File: config.mk
export PLATFORM = sky130hd
export DESIGN_NAME = disp_bcd_conv
export DESIGN_NICKNAME = d
export VERILOG_FILES = /design/src/rtl/disp_pkg.sv /design/src/rtl/disp_bcd_adj3.sv /design/src/rtl/disp_bcd_conv.sv
export SDC_FILE = /design/constraint.sdc
export NUM_CORES = 1
export LEC_CHECK = 0
export BUFFER_PORTS_ARGS = -buffer_cell sky130_fd_sc_hd__buf_2
export CORE_UTILIZATION = 50
export CTS_CLUSTER_DIAMETER = 200
export CTS_CLUSTER_SIZE = 24
export DETAILED_ROUTE_END_ITERATION = 8
export GPL_TIMING_DRIVEN = 0
export PLACE_DENSITY = 0.75
export SYNTH_ARGS = -nofsm -noshare
export SYNTH_HDL_FRONTEND = slang
export SYNTH_SLANG_ARGS = --single-unit
export TNS_END_PERCENT = 1
File: constraint.sdc
create_clock -name clk -period 1.5 [get_ports clk]
set_clock_uncertainty 0.2 [all_clocks]
set_input_delay 0.15 -clock clk [delete_from_list [all_inputs] [get_ports clk]]
set_output_delay 0.15 -clock clk [all_outputs]
set_load 0.01 [all_outputs]
File: src/rtl/disp_pkg.sv
// Shared types and constants for the display datapath (BCD converter and seven-segment driver).
package disp_pkg;

  typedef enum logic [1:0] {
    IDLE   = 2'd0,
    SHIFT  = 2'd1,
    COMMIT = 2'd2
  } disp_state_t;

  localparam int          DISP_DIGITS      = 4;
  localparam int          DISP_BIN_W       = 16;
  localparam int          DISP_ITER        = 16;
  localparam logic [15:0] DISP_OVF_PATTERN = 16'hEEEE;

endpackage

File: src/rtl/disp_bcd_adj3.sv
// Double-dabble correction cell: a BCD nibble of 5 or more gets +3 so the next shift carries correctly.
module disp_bcd_adj3 (
  input  logic [3:0] d,
  output logic [3:0] q
);

  assign q = (d >= 4'd5) ? d + 4'd3 : d;

endmodule

File: src/rtl/disp_bcd_conv.sv
// Iterative 16-bit binary to 4-digit packed BCD converter (double dabble, one bit per cycle).
// Define DISP_BCD_OVF_EN to show EEEE and raise ovf for inputs above 9999; otherwise value is input mod 10000.
module disp_bcd_conv
  import disp_pkg::*;
(
  input  logic                      clk,
  input  logic                      rst_n,
  input  logic                      in_valid,
  input  logic [DISP_BIN_W-1:0]     in_data,
  output logic                      in_ready,
  output logic [4*DISP_DIGITS-1:0]  value,
  output logic                      busy,
  output logic                      ovf
);

  localparam int SCR_NIB = DISP_DIGITS + 1;
  localparam int SCR_W   = 4 * SCR_NIB;

  disp_state_t           state;
  logic [DISP_BIN_W-1:0] bin;
  logic [SCR_W-1:0]      scratch;
  logic [SCR_W-1:0]      adj;
  logic [3:0]            cnt;
  logic                  unused_adj_msb;

  // All five nibbles are corrected in parallel before each shift.
  for (genvar i = 0; i < SCR_NIB; i++) begin : g_adj
    disp_bcd_adj3 u_adj (
      .d(scratch[4*i +: 4]),
      .q(adj[4*i +: 4])
    );
  end

  // A 16-bit input never reaches bit 19 of the scratch, so this bit only falls off the top.
  assign unused_adj_msb = adj[SCR_W-1];

  assign in_ready = (state == IDLE);
  assign busy     = (state != IDLE);

`ifdef DISP_BCD_OVF_EN
  logic ovf_q;
  assign ovf = ovf_q;
`else
  assign ovf = 1'b0;
`endif

  always_ff @(posedge clk or negedge rst_n) begin
    if (!rst_n) begin
      state   <= IDLE;
      bin     <= '0;
      scratch <= '0;
      cnt     <= '0;
      value   <= '0;
`ifdef DISP_BCD_OVF_EN
      ovf_q   <= 1'b0;
`endif
    end else begin
      case (state)
        IDLE: begin
          if (in_valid && in_ready) begin
            bin     <= in_data;
            scratch <= '0;
            cnt     <= '0;
            state   <= SHIFT;
          end
        end
        SHIFT: begin
          {scratch, bin} <= {adj[SCR_W-2:0], bin, 1'b0};
          cnt            <= cnt + 4'd1;
          if (cnt == 4'(DISP_ITER - 1)) begin
            state <= COMMIT;
          end
        end
        COMMIT: begin
`ifdef DISP_BCD_OVF_EN
          if (scratch[SCR_W-1 -: 4] != 4'd0) begin
            value <= DISP_OVF_PATTERN;
            ovf_q <= 1'b1;
          end else begin
            value <= scratch[4*DISP_DIGITS-1:0];
            ovf_q <= 1'b0;
          end
`else
          value <= scratch[4*DISP_DIGITS-1:0];
`endif
          state <= IDLE;
        end
        default: state <= IDLE;
      endcase
    end
  end

endmodule

### Yosys cells after proc, flatten, opt, wreduce, memory -nomap -nowiden

Index checks and enable logic that the tools add are counted.

| storage, ports and cells | value |
|---|---|
| register bits after elaboration | 58 |
| output and inout bits | 19 |
| word-level logic and storage cells | 41 |

| operators by class | value |
|---|---|
| add/sub/neg operators | 6 |
| order comparisons | 5 |
| equality and inequality tests | 5 |
| mux-type cells | 14 |
| reduce and logical (&&, ||, !) cells | 6 |

Operators with widths:

| operator | count |
|---|---|
| $pmux 20 s2 | 1 |
| $pmux 16 s2 | 1 |
| $ge 4x3->1 const B | 5 |
| $mux 20 | 1 |
| $mux 4 | 5 |
| $add 4x2->4 const B | 4 |
| $mux 16 | 1 |
| $pmux 4 s2 | 1 |
| $add 4x1->4 const B | 1 |
| $eq 4x4->1 const B | 1 |
| $mux 2 | 2 |
| $pmux 2 s2 | 1 |
| $reduce_and 2->1 | 2 |
| $reduce_bool 2->1 | 2 |
| $add 3x2->3 const B | 1 |
| $mux 3 | 1 |
| $eq 2x1->1 const B | 1 |
| $eq 2x2->1 const B | 1 |
| $logic_not 2->1 | 1 |
| $ne 2x1->1 const B | 1 |
| $ne 2x2->1 const B | 1 |
| $logic_and 1x1->1 | 1 |

### Depth between registers and ports, before layout

Gate-level depths: netlist of run 1.

| depth | value |
|---|---|
| depth in word-level cells | 4 |
| depth in mapped cells | 6 |
| mapped depth without buffers | 6 |

### Cells and area by module

From an unflattened synthesis of run 1, not the netlist that was laid out.

| unflattened totals | value |
|---|---|
| cells, all modules | 251 |
| area total of the unflattened synthesis | 2,738.9 um^2 |

Modules (own cells, without submodules):

| module | instances | cells each | area an instance (um^2) | seq. area each (um^2) |
|---|---|---|---|---|
| disp_bcd_conv | 1 | 187 | 2,333.5 | 1,351.3 |
| disp_bcd_adj3 | 4 | 16 | 101.3 | 0.0 |

### Worst setup path after synthesis of run 1

OpenSTA, ideal clock, no wires.

| path | value |
|---|---|
| path type | flip-flop to flip-flop |
| start point | reg scratch[0] |
| end point | reg scratch[2] |
| setup time | 0.121 ns |
| arrival | 1.278 ns |
| data required time | 1.179 ns |
| path slack | -0.099 ns |
| stages on the path, launching flop included | 7 |
| period minus slack after synthesis | 1.599 ns |
| cells stage by stage | dfrtp_1 > inv_1 > ha_1 > nand2b_1 > a21oi_1 > mux2i_1 > a22o_1 |

| between the ends | value |
|---|---|
| word-level cells in the longest chain between the ends | 3 |
| elaborated cells between the ends (all ways) | 4 |

RTL lines:

| what | line | text |
|---|---|---|
| start: declaration | disp_bcd_conv.sv:21 | `logic [SCR_W-1:0] scratch;` |
| start signal: assignment | disp_bcd_conv.sv:68 | `{scratch, bin} <= {adj[SCR_W-2:0], bin, 1'b0};` |
| $add 4x2->4 / $ge 4x3->1 (equally long branches) | disp_bcd_adj3.sv:7 | `assign q = (d >= 4'd5) ? d + 4'd3 : d;` |
| $mux 4 (*) | disp_bcd_adj3.sv:7 |  |
| $pmux 20 s2 (*) | disp_bcd_conv.sv:58 | `case (state)` |

Every way passes the cells marked *; elsewhere a longest branch is shown, timed or not.
A chain may end at the register's enable or synchronous reset.

### Worst setup path in the final report of run 1

| path | value |
|---|---|
| start point | reg scratch[1] |
| end point | reg scratch[2] |

The elaborated chain is that of the path after synthesis.

==> results of run 1 <==
==> path summary, 6_finish.rpt <==
kind | startpoint | endpoint
min in group clk | in_data[10] | bin[10]$_DFFE_PN0P_
max reg2reg | scratch[1]$_DFFE_PN0P_ | scratch[2]$_DFFE_PN0P_
max in group asynchronous | rst_n | state[0]$_DFFE_PN0P_
min | rst_n | value[9]$_DFFE_PN0N_
min reg2reg | value[13]$_DFFE_PN0N_ | value[13]$_DFFE_PN0N_
max | scratch[1]$_DFFE_PN0P_ | scratch[2]$_DFFE_PN0P_
==> sequential cells by signal (all words and copies together) (netlist names) <==
register and flops:
bin 16, value 16, cnt 4, scratch 16
state 2
==> synth_stat cells <==
cell type and number:
inv_1 9, nand2b_1 5, nor2_1 3, buf_6 2
xor2_1 2, ha_1 9, mux2_2 8, a32o_1 1
nand2_1 36, a41oi_1 1, xnor2_1 4, buf_4 2
o31ai_1 2, mux2i_1 4, buf_2 9, a21o_1 1
nand2b_2 1, a22o_1 7, nor3b_1 1, o21ai_0 38
conb_1 1, clkbuf_1 1, nor3_1 5, and3b_1 1
nor2b_1 2, a22oi_1 14, o21bai_2 1, a21oi_1 6
nand3_1 6, dfrtp_1 54
==> cell type report <==
type / instances / area, um2 / share of cell area
Timing Repair Buffer: 67 / 457 / 0.135
Clock inverter: 3 / 68.8 / 0.0204
Inverter: 9 / 33.8 / 0.0100
Clock buffer: 5 / 68.8 / 0.0204
Buffer: 14 / 120 / 0.0356
Multi-Input combinational cell: 159 / 1190 / 0.353
Sequential cell: 54 / 1350 / 0.401
Tap cell: 67 / 83.8 / 0.0248
==> where the power goes <==
group	internal, uW	switching (uW)	leakage, uW
combinational	1670	1540	0.000824
sequential	2030	501	0.000706
clock	669	488	0.0000683
total	4370	2530	0.00160
==> cell families (layout without fill, tap and decap cells) <==
group,count (synthesis),count (layout),synth area share
mux,12,12,0.0525
other cells,1,1,0.00151
compound gates,71,71,0.177
buf+inv,23,98,0.0484
simple gates,60,60,0.109
flops,54,54,0.545
fa+ha+maj,9,9,0.0454
xor+xnor,6,6,0.0212
==> critical path: cells and delay by family (launching register included) <==
kind	cells	cell delay (ns)
flops	1	0.40
compound gates	2	0.33
mux	1	0.20
simple gates	1	0.14
buf+inv	1	0.09
fa+ha+maj	1	0.16
==> through the flow <==
step	hold WS, ns	worst slack [ns]	power, uW	instance area (um2)
2_1_floorplan	-0.346	-0.0219	4170	2490
3_3_place_gp	0.204	-0.158	4720	2760
3_5_place_dp	0.218	-0.196	4830	2760
4_1_cts	-0.0956	-0.0425	6540	3260
5_1_grt	-0.0206	-0.135	7400	3380
6_report	-0.133	-0.0772	6900	3380
==> per-layer routing <==
metal | vias up | share of wire | track usage
met4 | 0 | 0.012 | 0.0741
met2 | 33 | 0.49 | 0.352
met1 | 950 | 0.46 | 0.279
li1 | 972 | - | -
met3 | 7 | 0.030 | 0.0472
met5 | - | 0 | 0
==> timing repair <==
item                       4_1_cts  5_1_grt
gates resized for setup         34       30
setup buffers                   12        3
setup endpoints to repair       43       33
hold endpoints to repair        69       54
pin swaps                        6        7
==> results.sh, run 1 <==
export IMPL_cts_tree="built"
export IMPL_irDropWorstVdd_v=0.00111
export IMPL_grt_pass1_vias=1907
export IMPL_path_cells="inv_2, ha_4, nand2b_4, a21oi_4, mux2i_1, a22o_1"
export IMPL_cts_buffers=5
export IMPL_layout_commonest_cell="dfrtp_1"
export IMPL_critPathSlowestCell="dfrtp_1"
export IMPL_critPathCaptureType="register"
export IMPL_fill_cells=372
export IMPL_io_pins=38
export IMPL_fp_dieH_um=72.4
export IMPL_fin_tns_setup_ns=-0.278
export IMPL_power_leakage_uw=0.00160
export IMPL_clock_sinks=54
export IMPL_layout_common_cells="52 x dfrtp_1, 39 x buf_2, 36 x nand2_1"
export IMPL_yosysSeqAreaShare=0.545
export IMPL_min_path_type="in -> async"
export IMPL_viasPerCell=5.19
export IMPL_ant_nets=0
export IMPL_fin_cells=378
export IMPL_reg2reg_slack_ns=-0.08
export IMPL_syn_nets=264
export IMPL_grt_pass1_wl_mm=8.58
export IMPL_drcViolationCount=0
export IMPL_rows=25
export IMPL_antenna_cells=0
export IMPL_clk_pin_slew_ns=0.10
export IMPL_drtIter0Drc=115
export IMPL_slew_viol_final=0
export IMPL_cts_buffer_depth=2
export IMPL_startpoint_type="register"
export IMPL_yosysWarnings=0
export IMPL_track_usage=0.214
export IMPL_status="finished, violations left"
export IMPL_globalRouteOverflowTotal=0
export IMPL_power_density_mw_per_mm2=2040
export IMPL_timing_final_crit_period_ns=1.58
export IMPL_max_stage_delay_ns=0.40
export IMPL_htreeDepth=2
export IMPL_core_area_mm2=0.00475
export IMPL_setup_viol=7
export IMPL_initial_utilization=0.522
export IMPL_hold_violations=54
export IMPL_routabilityCongestion=0.747
export IMPL_dieWidth_um=72.4
export IMPL_nNetsFinal=338
export IMPL_ys_seq_elements=54
export IMPL_drive_gt1_frac=0.367
export IMPL_clock_latency_ns=0.31
export IMPL_min_period_over_period=1.05
export IMPL_root_buffer="clkbuf_8"
export IMPL_vias=1962
export IMPL_crit_fanout=4
export IMPL_max_slew_margin=0.214
export IMPL_syn_to_final_growth_pct=36.2
export IMPL_synth_top_cell_area_share=0.545
export IMPL_dieArea_mm2=0.00525
export IMPL_worstMarginPinSlew_ns=1.18
export IMPL_portBuffers=36
export IMPL_critPathKind="reg -> reg"
export IMPL_firstDrtPassIters=4
export IMPL_fin_ws_ns=-0.0772
export IMPL_dp_hpwl_mm=3.24
export IMPL_wire_per_inst_um=13.7
export IMPL_arrival_ns=1.63
export IMPL_rsz0062_at_grt="true"
export IMPL_violations="hold timing, setup timing"
export IMPL_dp_cells=339
export IMPL_cap_violations=0
export IMPL_grt_max_degree=55
export IMPL_synth_area_leaders="dfrtp_1 54%, o21ai_0 7.7%, nand2_1 5.4%, ha_1 4.5%, a22oi_1 4.2%"
export IMPL_wl_mm=5.19
export IMPL_worstPathRequired_ns=1.55
export IMPL_hold_buffers=16
export IMPL_antenna_found_initial=0
export IMPL_fmaxAchievable_mhz=634
export IMPL_post_synth_top_area_cell="dfrtp_1"
export IMPL_finalCoreUtilization=0.710
export IMPL_ys_types=30
export IMPL_syn_instance_count=236
export IMPL_whs_ns=-0.133
export IMPL_rr_worst_depth=6
export IMPL_avgSynthCellArea_um2=10.5
export IMPL_syn_area_mm2=0.00248
Power figures use the tool's default switching activity.
==> inputs of run 2 (changes only) <==
--- a/config.mk
+++ b/config.mk
@@ -11,7 +11,7 @@
 export CTS_CLUSTER_SIZE = 24
 export DETAILED_ROUTE_END_ITERATION = 8
 export GPL_TIMING_DRIVEN = 0
-export PLACE_DENSITY = 0.75
+export PLACE_DENSITY_LB_ADDON = 0.08
 export SYNTH_ARGS = -nofsm -noshare
 export SYNTH_HDL_FRONTEND = slang
 export SYNTH_SLANG_ARGS = --single-unit
==> run 2 against run 1 <==
  * The flow finishes with violations (setup timing)
  * Non-clock buffer count rose by 8
  * Count of clock-buffer cells in the layout rose by 1
  * Die area did not move
  * Clock power barely moved
  * Via count rose by 5.2%
  * Sequential power barely moved
  * Combinational power rose by 8.7%
  * Global-route usage rose by 2.3 points
  * Sequential share of layout area fell by 1.1 points
==> results.sh, run 2 (synthesized netlist as in run 1, its figures left out) <==
export IMPL_status="finished, violations left"
export IMPL_max_stage_delay_ns=0.45
export IMPL_power_density_mw_per_mm2=2070
export IMPL_dp_cells=339
export IMPL_critPathSlowestCell="dfrtp_2"
export IMPL_core_area_mm2=0.00475
export IMPL_htreeDepth=2
export IMPL_cap_violations=0
export IMPL_top_regs="bin: 16 flops, scratch: 16 flops, value: 16 flops"
export IMPL_min_period_over_period=1.05
export IMPL_drive_gt1_frac=0.389
export IMPL_wire_per_inst_um=14.5
export IMPL_dieArea_mm2=0.00525
export IMPL_dieWidth_um=72.4
export IMPL_min_path_cells=4
export IMPL_path_cells="ha_2, nand2b_4, a21oi_4, mux2i_1, a22o_1"
export IMPL_rows=25
export IMPL_globalRouteOverflowTotal=0
export IMPL_postPlaceCellArea_mm2=0.00276
export IMPL_grt_pass1_vias=2088
export IMPL_critical_path_buf_inv_count=0
export IMPL_violations="setup timing"
export IMPL_power_leakage_uw=0.00164
export IMPL_nNetsFinal=346
export IMPL_vias=2065
export IMPL_antenna_found_initial=0
export IMPL_rr_worst_depth=5
export IMPL_fp_dieH_um=72.4
export IMPL_cts_buffer_depth=2
export IMPL_fin_cells=386
export IMPL_arrival_ns=1.63
export IMPL_io_pins=38
export IMPL_cts_tree="built"
export IMPL_fin_tns_setup_ns=-0.416
export IMPL_use_met2=0.418
export IMPL_reg2reg_slack_ns=-0.08
export IMPL_worstPathRequired_ns=1.55
export IMPL_multi_input_area_mm2=0.00120
export IMPL_clk_pin_slew_ns=0.10
export IMPL_wl_mm=5.61
export IMPL_layout_commonest_cell="dfrtp_1"
export IMPL_clock_latency_ns=0.30
export IMPL_layout_common_cells="51 x dfrtp_1, 37 x buf_2, 36 x nand2_1"
export IMPL_antenna_cells=0
export IMPL_rsz0062_at_grt="true"
export IMPL_ant_nets=0
export IMPL_hold_end="bin[10]$_DFFE_PN0P_"
export IMPL_setup_viol=11
export IMPL_fin_ws_ns=-0.0801
export IMPL_critPathKind="reg -> reg"
export IMPL_clock_sinks=54
export IMPL_drtIter0Drc=95
export IMPL_crit_fanout=4
export IMPL_irDropWorstVdd_v=0.00108
export IMPL_cts_buffers=5
export IMPL_max_slew_margin=0.547
export IMPL_firstDrtPassIters=4
export IMPL_routabilityCongestion=0.726
export IMPL_grt_max_degree=55
export IMPL_track_usage=0.236
export IMPL_crit_family="flip-flops"
export IMPL_use_met1=0.286
export IMPL_drcViolationCount=0
export IMPL_timing_final_crit_period_ns=1.58
export IMPL_portBuffers=36
export IMPL_whs_ns=0.0886
export IMPL_grt_busiest_layer="met2"
export IMPL_grt_met3_usage=0.0375
export IMPL_r2r_start="scratch[8]$_DFFE_PN0P_"
export IMPL_slew_viol_final=0
export IMPL_fin_area_mm2=0.00348
export IMPL_fmaxAchievable_mhz=633
export IMPL_grt_pass1_wl_mm=9.60
export IMPL_dp_hpwl_mm=3.33
export IMPL_worstMarginPinSlew_ns=0.679
export IMPL_hold_violations=0
export IMPL_viasPerCell=5.35
export IMPL_hold_start="in_data[10]"
export IMPL_startpoint_type="register"
export IMPL_critPathCaptureType="register"
export IMPL_timing_rr_end="scratch[10]$_DFFE_PN0P_"
export IMPL_fill_cells=355
export IMPL_syn_to_final_growth_pct=40.3
export IMPL_cp_startpoint="scratch[8]$_DFFE_PN0P_"
export IMPL_finalCoreUtilization=0.732
export IMPL_min_path_type="in -> reg"
export IMPL_root_buffer="clkbuf_8"
export IMPL_regArea_mm2=0.00136
export IMPL_initial_utilization=0.522
## run 2: cell count changes in the layout (fill, tap and decap cells not counted), moves of 2 or more
cell and delta:
buf_4 +5, o21ai_1 -2, ha_1 -2, buf_2 -2, o21ai_2 +2, buf_6 +3
## run 2: worst max path at each step
stage,endpoint,slack (ns),cells past startpoint
final,scratch[10]$_DFFE_PN0P_,-0.08,5
after global routing,scratch[10]$_DFFE_PN0P_,-0.16,6
after CTS,scratch[10]$_DFFE_PN0P_,-0.04,6
after detailed placement,scratch[2]$_DFFE_PN0P_,-0.20,6
after global placement,scratch[8]$_DFFE_PN0P_,-0.16,4
after floorplan,scratch[2]$_DFFE_PN0P_,-0.02,6
## run 2: layout make-up
cell class / instances / share of cell area
Sequential cell: 54 / 0.390
Multi-Input combinational cell: 159 / 0.345
Timing Repair Buffer: 75 / 0.152
Buffer: 14 / 0.0385
Tap cell: 67 / 0.0241
Clock buffer: 6 / 0.0237
Clock inverter: 2 / 0.0173
Inverter: 9 / 0.00971
## run 2: what timing repair did
action                                 CTS  global route
resized for setup                       48            27
pin swaps                               13             4
setup endpoints to repair               40            37
endpoints found under the hold margin   69            54
hold buffers                            16             1
buffers inserted                        21             1
## run 2: worst reg2reg max path, cell delays in order, from the launching register on
cell	delay [ns]
dfrtp_2	0.45
ha_2	0.17
nand2b_4	0.14
a21oi_4	0.17
mux2i_1	0.24
a22o_1	0.15
## run 2: layer usage
layer / vias to the layer above / wire (um)
li1: 990 / -
met1: 1017 / 2470
met2: 46 / 2890
met3: 12 / 140
met4: 0 / 112
met5: - / 0
## run 2: through the flow
step / setup WS, ns / power [uW]
after floorplan: -0.0219 / 4170
after global placement: -0.161 / 4750
after detailed placement: -0.201 / 4860
after CTS: -0.0399 / 6940
after global routing: -0.159 / 7720
final: -0.0801 / 7210
## run 2: power breakdown
group	internal (uW)	switching, uW
logic	1830	1660
registers	2030	501
clock network	712	476
